<file path="config.mk">
export PLATFORM = sky130hd
export DESIGN_NAME = prog_mem_loader
export DESIGN_NICKNAME = d
export VERILOG_FILES = /design/src/rtl/prog_mem_loader.sv
export SDC_FILE = /design/constraint.sdc
export NUM_CORES = 1
export LEC_CHECK = 0
export ABC_AREA = 1
export ABC_CLOCK_PERIOD_IN_PS = 2000
export CELL_PAD_IN_SITES_DETAIL_PLACEMENT = 2
export CELL_PAD_IN_SITES_GLOBAL_PLACEMENT = 2
export CORE_MARGIN = 4
export CORE_UTILIZATION = 35
export DETAILED_ROUTE_END_ITERATION = 10
export PLACE_DENSITY = 0.88
export SLEW_MARGIN = 40
export SYNTH_ARGS = -nofsm -noshare
export SYNTH_HDL_FRONTEND = slang
export SYNTH_SLANG_ARGS = --single-unit
</file>
<file path="constraint.sdc">
create_clock -name clk -period 2 [get_ports clk]
set_clock_uncertainty 0.1 [all_clocks]
set_input_delay 0.4 -clock clk [delete_from_list [all_inputs] [get_ports clk]]
set_output_delay 0.4 -clock clk [all_outputs]
set_load 0.01 [all_outputs]
</file>
<file path="src/rtl/prog_mem_loader.sv">
// prog_mem_loader: 16x8 program memory with a valid/ready byte loader that holds the core in reset while loading.
// Define PROG_MEM_LOADER_CHECKSUM_EN to require a trailing modulo-256 checksum byte after the program.
module prog_mem_loader #(
    parameter int ADDR_W = 4,
    parameter int DATA_W = 8,
    parameter int RELEASE_CYCLES = 2
) (
    input  logic              clk,
    input  logic              n_reset,
    input  logic [ADDR_W-1:0] address,
    output logic [DATA_W-1:0] instr,
    input  logic              load_start,
    input  logic              load_valid,
    input  logic [DATA_W-1:0] load_data,
    output logic              load_ready,
    output logic              cpu_n_reset,
    output logic              loading,
    output logic              load_done,
`ifdef PROG_MEM_LOADER_CHECKSUM_EN
    output logic              load_err,
`endif
    output logic [ADDR_W-1:0] wr_ptr
);
    localparam int DEPTH = 2**ADDR_W;
    localparam int CNT_W = RELEASE_CYCLES > 1 ? $clog2(RELEASE_CYCLES) : 1;

    typedef enum logic [2:0] {RUN, LOAD, RELEASE, CHECK, ERROR} state_t;

    state_t             state, state_nx;
    logic [CNT_W-1:0]   cnt;
    logic [DATA_W-1:0]  mem [DEPTH];
    logic               done_nx;
    logic               accept, write;

    assign instr  = mem[address];
    assign accept = load_valid & load_ready;
    assign write  = (state == LOAD) & accept & ~load_start;

`ifdef PROG_MEM_LOADER_CHECKSUM_EN
    logic [DATA_W-1:0] sum;
    assign load_ready = (state == LOAD) || (state == CHECK);
    assign load_err   = state == ERROR;
`else
    assign load_ready = state == LOAD;
`endif
    assign loading = load_ready;

    always_comb begin
        state_nx = state;
        done_nx  = 1'b0;
        case (state)
            RUN:     state_nx = load_start ? LOAD : RUN;
            LOAD: begin
                if (load_start)
                    state_nx = LOAD;
                else if (accept && &wr_ptr) begin
`ifdef PROG_MEM_LOADER_CHECKSUM_EN
                    state_nx = CHECK;
`else
                    state_nx = RELEASE;
                    done_nx  = 1'b1;
`endif
                end
            end
            RELEASE: state_nx = load_start ? LOAD : (cnt == '0 ? RUN : RELEASE);
`ifdef PROG_MEM_LOADER_CHECKSUM_EN
            CHECK: begin
                if (load_start)
                    state_nx = LOAD;
                else if (accept) begin
                    state_nx = (load_data == sum) ? RELEASE : ERROR;
                    done_nx  = load_data == sum;
                end
            end
            ERROR:   state_nx = load_start ? LOAD : ERROR;
`endif
            default: state_nx = RELEASE;
        endcase
    end

    // cpu_n_reset follows the next state so the core sees it low on the first LOAD edge
    always_ff @(posedge clk or negedge n_reset) begin
        if (!n_reset) begin
            state       <= RELEASE;
            cnt         <= CNT_W'(RELEASE_CYCLES - 1);
            wr_ptr      <= '0;
            cpu_n_reset <= 1'b0;
            load_done   <= 1'b0;
            for (int i = 0; i < DEPTH; i++) mem[i] <= '0;
`ifdef PROG_MEM_LOADER_CHECKSUM_EN
            sum         <= '0;
`endif
        end else begin
            state       <= state_nx;
            cnt         <= (state == RELEASE) ? cnt - 1'b1 : CNT_W'(RELEASE_CYCLES - 1);
            cpu_n_reset <= state_nx == RUN;
            load_done   <= done_nx;
            if (load_start)
                wr_ptr <= '0;
            else if (write)
                wr_ptr <= wr_ptr + 1'b1;
            if (write)
                mem[wr_ptr] <= load_data;
`ifdef PROG_MEM_LOADER_CHECKSUM_EN
            if (load_start)
                sum <= '0;
            else if (write)
                sum <= sum + load_data;
`endif
        end
    end
endmodule

</file>
==> results.json <==
{
  "pwr-share-comb": 0.111,
  "status": "complete, but fails checks",
  "wl_met3_um": 2490,
  "synth-seq-area-share": 0.474,
  "clk_latency_ns": 0.48,
  "first_global_vias": 8889,
  "drc": 0,
  "drive_gt1_frac": 0.250,
  "grt_usage": 0.309,
  "ios": 32,
  "avgSynthCellArea_um2": 7.12,
  "syn-num-nets": 1044,
  "rr_endpoint": "mem[20]$_DFFE_PN0P_",
  "fin_crit_sh": 1.09,
  "wl_met1_um": 15500,
  "synth_ff_type": "dfrtp_1",
  "dp.cells": 1326,
  "path_clk_slew_ns": 0.08,
  "ir_drop_mv": 0.932,
  "powerDensity_mw_per_mm2": 737,
  "maxCapViolCount": 0,
  "cts_tree": "yes",
  "post-route-cell-area_mm2": 0.00964,
  "area_growth_pct": 32.1,
  "drv_slew": 0,
  "cts_num_sinks": 138,
  "required_ns": 1.50,
  "nNetsFinal": 1135,
  "drtAntennaViolNets": 0,
  "dpl-instance-area_mm2": 0.00823,
  "fmax_mhz": 460,
  "synth_edf_count": 0,
  "die_height_um": 152,
  "syn_area_mm2": 0.00729,
  "final.min_clock_period_ns": 2.18,
  "pwr-share-clk": 0.486,
  "first_pass_iters": 5,
  "drt_iter0_drc": 679,
  "holdCritPathClass": "input port to asynchronous set/reset pin",
  "setup_violations": 9,
  "cts_inserted_buffers": 17,
  "r2r.worst_path.cells": 7,
  "htreeDepth": 4,
  "worstSetupEndpointType": "output port",
  "wl_um": 41200,
  "p_int_mw": 4.85,
  "routed_wire_length_per_instance_um": 29.5,
  "arrival_ns": 1.68,
  "avgViaCountPerCell": 5.78,
  "core_mm2": 0.0204,
  "fin_ws_ns": -0.176,
  "r2r-start": "wr_ptr[1]$_DFFE_PN0P_",
  "overflow": 0,
  "hold_viol_final": 0,
  "grt_max_degree": 57,
  "cp-start-kind": "register",
  "io_buffers": 31,
  "grt_pass1_wl_um": 54900,
  "worst-setup-path-type": "register to output port",
  "seqPwrFrac": 0.403,
  "initial_utilization": 0.358,
  "rsz0062_at_grt": "true",
  "num_vias": 8085,
  "gp_congestion": 0.861,
  "clockRootBuffer": "clkbuf_16",
  "violations": "setup timing",
  "final_util": 0.473,
  "layout_commonest_cell": "nand2_1",
  "diodes": 0,
  "synthCells": 1024,
  "wl_met2_um": 20500,
  "cts_buffer_depth": 2,
  "swShare": 0.317,
  "instances_no_fill": 1398,
  "critPathMaxFanout": 2,
  "reg2reg_slack_ns": -0.01,
  "dp_hpwl_um": 19700,
  "leakagePower_nw": 5.16,
  "async_flop_share": 1.00,
  "antenna_found_initial": 0,
  "ys_ff_latch": 138,
  "synth_cell_types": 23,
  "whs_ns": 0.292,
  "p_total_mw": 7.11,
  "die-area_mm2": 0.0232,
  "rows": 52,
  "most-common-layout-cells": "413 x nand2_1, 170 x nand3_1, 135 x dfrtp_1, 89 x inv_1, 75 x buf_4",
  "p_sw_mw": 2.25,
  "die_w_um": 152,
  "top_layer_used": "met4",
  "yosysWarnings": 0
}
==> per-layer routing <==
metal | vias to the layer above | global-route usage
met1 | 4159 | 0.364
met4 | 0 | 0.148
li1 | 3346 | -
met5 | - | 0
met3 | 172 | 0.0670
met2 | 408 | 0.537
==> Yosys cell counts, types with 2 or more instances <==
library cell  number  area share
inv_1            111       0.057
dfrtp_1          136        0.47
buf_4             14       0.014
o21ai_0            3      0.0021
ha_1               4      0.0069
clkbuf_1          29       0.015
buf_2             11      0.0075
dfstp_2            2      0.0072
nor2_1             6      0.0031
nor3_1             2      0.0014
nand3_1          220        0.15
nor2_2            15       0.013
inv_2              2      0.0010
nand2_4            8       0.012
nand2_1          453        0.23
==> worst max-delay path: stages (launching register included) <==
cell	delay, ns
dfrtp_1	0.45
nand2_1	0.15
nand2_2	0.10
nand2_1	0.10
nand3_1	0.10
nand3_1	0.11
nand2_2	0.07
buf_6	0.12
==> timing repair <==
action                                  in CTS  in global routing
cloned                                       3                  0
resized for setup                          109                 73
hold buffers                                 1                  0
endpoints found under the setup margin      18                 25
pin swaps                                   18                 18
setup buffers                               12                 24
hold endpoints to repair                    28                  0
==> flip-flops by register name, indices dropped and copies added, names as in the netlist <==
name and cells:
mem 128, cnt 1, load_done 1, cpu_n_reset 1
wr_ptr 4, state 3
==> metrics by stage <==
| step | setup TNS (ns) | worst slack [ns] |
|---|---|---|
| global route | -2.05 | -0.207 |
| floorplan | 0 | 0.246 |
| finish | -0.983 | -0.176 |
| detailed placement | -7.03 | -0.755 |
| CTS | -0.0253 | -0.0160 |
| global placement | -6.03 | -0.733 |
==> layout make-up <==
class | instances | area [um^2]
Clock buffer | 17 | 425
Clock inverter | 15 | 156
Fill cell | 2268 | 10700
Inverter | 114 | 445
Multi-Input combinational cell | 716 | 3510
Sequential cell | 138 | 3460
Tap cell | 270 | 338
Timing Repair Buffer | 128 | 1300
==> power by group through the flow <==
stage	clock [mW]	combinational [mW]	sequential, mW
2_1_floorplan	0	0.274	2.90
3_3_place_gp	0	0.591	2.91
3_5_place_dp	0	0.609	2.91
4_1_cts	3.33	0.685	2.86
5_1_grt	3.60	0.822	2.87
6_report	3.45	0.790	2.86
==> worst max path at each step <==
stage                               startpoint  endpoint  slack [ns]  cells past startpoint
after CTS                  mem[41]$_DFFE_PN0P_  instr[1]       -0.02                      7
final                     mem[108]$_DFFE_PN0P_  instr[4]       -0.18                      7
after detailed placement            address[1]  instr[5]       -0.76                      8
after global placement              address[1]  instr[0]       -0.73                      8
after global routing      mem[108]$_DFFE_PN0P_  instr[4]       -0.21                      7
after floorplan                     address[1]  instr[0]        0.25                      7
==> cells by family after synthesis <==
group,Yosys count,synth area share
XOR/XNOR,1,0.00120
AO/OA/AOI/OAI,5,0.00377
AND/OR/NAND/NOR,705,0.415
adder cells (fa/ha/maj),4,0.00686
buffers and inverters,170,0.0988
flip-flops,138,0.474
other,1,0.000514
Power figures use the tool's default switching activity.
==> patch 1: new RTL, same flow settings <==
The 5 states of `state_t` get a Gray code encoding in 3 bits.
--- a/src/rtl/prog_mem_loader.sv
+++ b/src/rtl/prog_mem_loader.sv
@@ -24,7 +24,7 @@
     localparam int DEPTH = 2**ADDR_W;
     localparam int CNT_W = RELEASE_CYCLES > 1 ? $clog2(RELEASE_CYCLES) : 1;
 
-    typedef enum logic [2:0] {RUN, LOAD, RELEASE, CHECK, ERROR} state_t;
+    typedef enum logic [2:0] {RUN = 3'b000, LOAD = 3'b001, RELEASE = 3'b011, CHECK = 3'b010, ERROR = 3'b110} state_t;
 
     state_t             state, state_nx;
     logic [CNT_W-1:0]   cnt;
Function: same outputs for any inputs over 4 cycles, from zero or initial values and one cycle with n_reset low; so few cycles prove little.
==> patch 1 against the unedited design <==
The flow still finishes with violations (negative setup slack); power up 4.6%; worst setup slack better by 59 ps; sequential cell count unchanged; cell area down 5.2%; clock power grew 3%; wire length fell by 14%; count of clock-buffer cells in the layout up 6; area after synthesis decreased by 6.0%.
==> patch 1: results <==
[synthesis]
ys_seq_area_share_pct = 50.4
ys_top_cells_by_area = "dfrtp_1, nand2_1, o21ai_0, nand3_1, inv_1"
synthesis.nets = 934

[placement]
place_congestion = 0.781
placed_area_sq_um = 7920
dp_hpwl_um = 18200
place_ws_ps = -736

[global_route]
grt_pass1_vias = 7938
grt_pass1_wl_um = 48700
grt_max_degree = 42
antenna_found_initial = 2
grt_usage_pct = 29.5

[worst_setup_path]
critPathSlowestCell = "dfstp_2"
worstPathArrival_ps = 2290
crit_path_max_fanout = 16

[status]
violations = "negative setup slack"
status = "finished, violations left"

[cells_and_area]
final_nets = 997

[routing]
finalWirelength_um = 35600
vias_per_cell = 5.72

[clock_network]
clkSlewWorstSetupHoldPaths_ps = 60

[sta]
setup_violations = 9
timing.final.ws_setup_ps = -116

[power]
total_leakage_power_nw = 4.21
ir_worst_vdd_mv = 0.687
[patch 1: changes by cell type after synthesis, moves of 3 or more]
| cell | change |
|---|---|
| buf_1 | +9 |
| buf_2 | +5 |
| buf_4 | -13 |
| inv_1 | +31 |
| nand2_1 | -162 |
| nand2_4 | -8 |
| nand3_1 | -106 |
| nand4_1 | +3 |
| nor2_1 | +5 |
| nor2_2 | -10 |
| nor2_4 | +10 |
| o21ai_0 | +126 |
| o21ai_1 | +3 |
[patch 1: cells by family (layout without fill, tap and decap cells)]
kind of cell    Yosys count  count (layout)  share of synthesized area, %
flops                   138             138                          50.4
other cells               1               3                        0.0547
fa+ha+maj                 4               4                         0.730
compound gates          133             133                          9.71
simple gates            436             436                          27.6
buf+inv                 202             277                          11.5
[patch 1: routing by layer]
layer	track usage (%)	vias to the layer above	part of all wire (%)
met5	0	-	0
met4	17.0	0	7.7
met3	4.66	166	6.4
met2	51.2	400	49
met1	34.7	3631	37
li1	-	2953	-
[patch 1: stage by stage]
| step | hold WS (ps) | instances | util (%) | setup TNS (ps) | total power [mW] |
|---|---|---|---|---|---|
| floorplan | 4.41 | 914 | - | 0 | 3.32 |
| CTS | 369 | 1238 | 46.0 | -115 | 7.28 |
| global placement | 256 | 1201 | 41.8 | -4850 | 3.64 |
| detailed placement | 260 | 1201 | 41.8 | -5460 | 3.71 |
| finish | 362 | 1251 | 48.2 | -284 | 7.43 |
| global route | 395 | 1251 | 48.2 | -1230 | 7.65 |
[patch 1: worst reg2reg max path, delay by kind of cell (launching register included)]
family | cells | cell delay, ps
buffers and inverters | 3 | 500
AOI/OAI and AO/OA | 1 | 230
DFF | 1 | 550
and+or+nand+nor | 5 | 580
[patch 1: final timing paths]
path / endpoint / cells after the start / slack, ps / start
max: mem[51] / 9 / -120 / state[0]
min: mem[2] / 2 / 360 / n_reset
max reg2reg: mem[51] / 9 / -120 / state[0]
min reg2reg: cnt / 1 / 420 / cnt
max in group asynchronous: mem[82] / 3 / 710 / n_reset
min in group clk: cnt / 1 / 420 / cnt
[patch 1: layout make-up]
class	count	area (sq um)	share of cell area (%)
Timing Repair Buffer	103	1220	13.3
Tap cell	260	325	3.56
Clock inverter	8	140	1.53
Multi-Input combinational cell	574	2950	32.3
Sequential cell	138	3460	37.9
Clock buffer	23	488	5.34
Inverter	143	549	6.01
Antenna cell	2	5.00	0.0548
[patch 1: power breakdown]
part           internal (mW)  switching [mW]
clock                   2.21            1.36
combinational          0.303           0.591
sequential              2.91          0.0593
[patch 1: what timing repair did]
| action | in CTS | in global routing |
|---|---|---|
| setup endpoints to repair | 12 | 33 |
| setup buffers | 3 | 8 |
| gates cloned | 2 | 3 |
| endpoints found under the hold margin | 37 | 0 |
| pin swaps | 3 | 17 |
| hold buffers | 1 | 0 |
| resized for setup | 88 | 116 |
==> patch 2: new RTL, same settings <==
Made on the original files. Set the parameter `RELEASE_CYCLES` to 1 (it was 2).
--- a/src/rtl/prog_mem_loader.sv
+++ b/src/rtl/prog_mem_loader.sv
@@ -3,7 +3,7 @@
 module prog_mem_loader #(
     parameter int ADDR_W = 4,
     parameter int DATA_W = 8,
-    parameter int RELEASE_CYCLES = 2
+    parameter int RELEASE_CYCLES = 1
 ) (
     input  logic              clk,
     input  logic              n_reset,
Function: changed (Yosys sat finds a counterexample within 4 cycles, from zero or initial values and one cycle with n_reset low).
==> patch 2 against the unedited design <==
The run still ends with negative setup slack left; cell area increased by 4.5%; wire length grew 11%; area after synthesis down 0.46%; sequential cell count did not move; highest routed layer unchanged; worst setup slack better by 61 ps; power grew 11%; cell count grew 3.1%; utilization up 2.3 points; critical endpoint is now instr[2].
==> patch 2: results <==
[sta]
timing.final.ws_setup_ps = -114
hold_ws_ps = 381
setup_violations = 8

[cells_and_area]
final_nets = 1179
drive_gt1_share_pct = 31.3
final_cell_count_no_fill = 1442

[placement]
placed_area_sq_um = 8310
place_congestion = 0.842
place_ws_ps = -853
dp_hpwl_um = 20300

[power]
ir_worst_vdd_mv = 0.887
total_leakage_power_nw = 5.59

[global_route]
grt_pass1_wl_um = 57900
grt_pass1_vias = 9011

[worst_setup_path]
critPathSlowestCell = "buf_16"
ff2ff_path_depth = 9
crit_path_max_fanout = 16
cpLargestDelayFamily = "buffers and inverters"
ff2ff_setup_slack_ps = 50

[routing]
num_vias = 8323
wl_met1_um = 17000
met3WireLength_um = 3030
dr.first_iter.drc_count = 726

[synthesis]
ys_seq_area_share_pct = 47.6
ys_top_cells_by_area = "dfrtp_1, nand2_1, nand3_1, inv_1, nor2_8"
synth_common_cells = "nand2_1, dfrtp_1, inv_1, nand3_1, clkbuf_1"

[status]
violations = "negative setup slack"
status = "finished, violations left"
==> patch 2: cell types whose count changed after synthesis, moves of 4 or more <==
cell      delta
buf_2        -8
nor2_2       -8
nor2_8      +10
nor2_1       +6
clkbuf_1     +6
nand3_1    -122
nand2_4      -7
buf_1        +4
buf_4       -12
nand4_1     +14
nand2_1    +125
inv_1        +4
==> patch 2: final cells by class <==
class / instances / area, sq um
fill: 2280 / 10200
multi-input combinational: 735 / 3760
sequential: 138 / 3460
timing repair buffer: 150 / 1460
inverter: 117 / 454
clock buffer: 17 / 425
tap: 270 / 338
clock inverter: 15 / 175
==> patch 2: per-layer routing <==
metal,GRT usage (%),up-vias
met5,0,-
met4,20.8,0
met3,6.71,249
met2,55.8,503
met1,38.9,4217
li1,-,3354
==> patch 2: worst paths after layout <==
path | from | end
max reg2reg | state[2] | mem[9]
max in group asynchronous | n_reset | mem[2]
max | address[0] | instr[2]
min in group asynchronous | n_reset | mem[75]
min | cnt | cnt
min reg2reg | cnt | cnt
==> patch 2: cell families (layout without fill, tap and decap cells) <==
group / Yosys count / count (layout) / synth area share [%]
AOI/OAI and AO/OA: 7 / 7 / 0.482
adders and majority gates: 4 / 4 / 0.689
buffers and inverters: 163 / 299 / 8.81
DFF: 138 / 138 / 47.6
other: 1 / 1 / 0.0516
and+or+nand+nor: 723 / 723 / 42.4
==> patch 2: power breakdown <==
part	leakage (nW)	internal, mW	switching (mW)
Combinational	3.47	0.440	0.877
Clock	0.286	1.88	1.57
Sequential	1.84	2.96	0.154
==> patch 2: repair_timing <==
item                                    in CTS  in global routing
endpoints found under the setup margin      12                 16
buffers inserted                             8                 45
gates cloned                                 3                  0
endpoints found under the hold margin       38                  0
resized for setup                          108                148
hold buffers                                 1                  0
pin swaps                                   12                 34
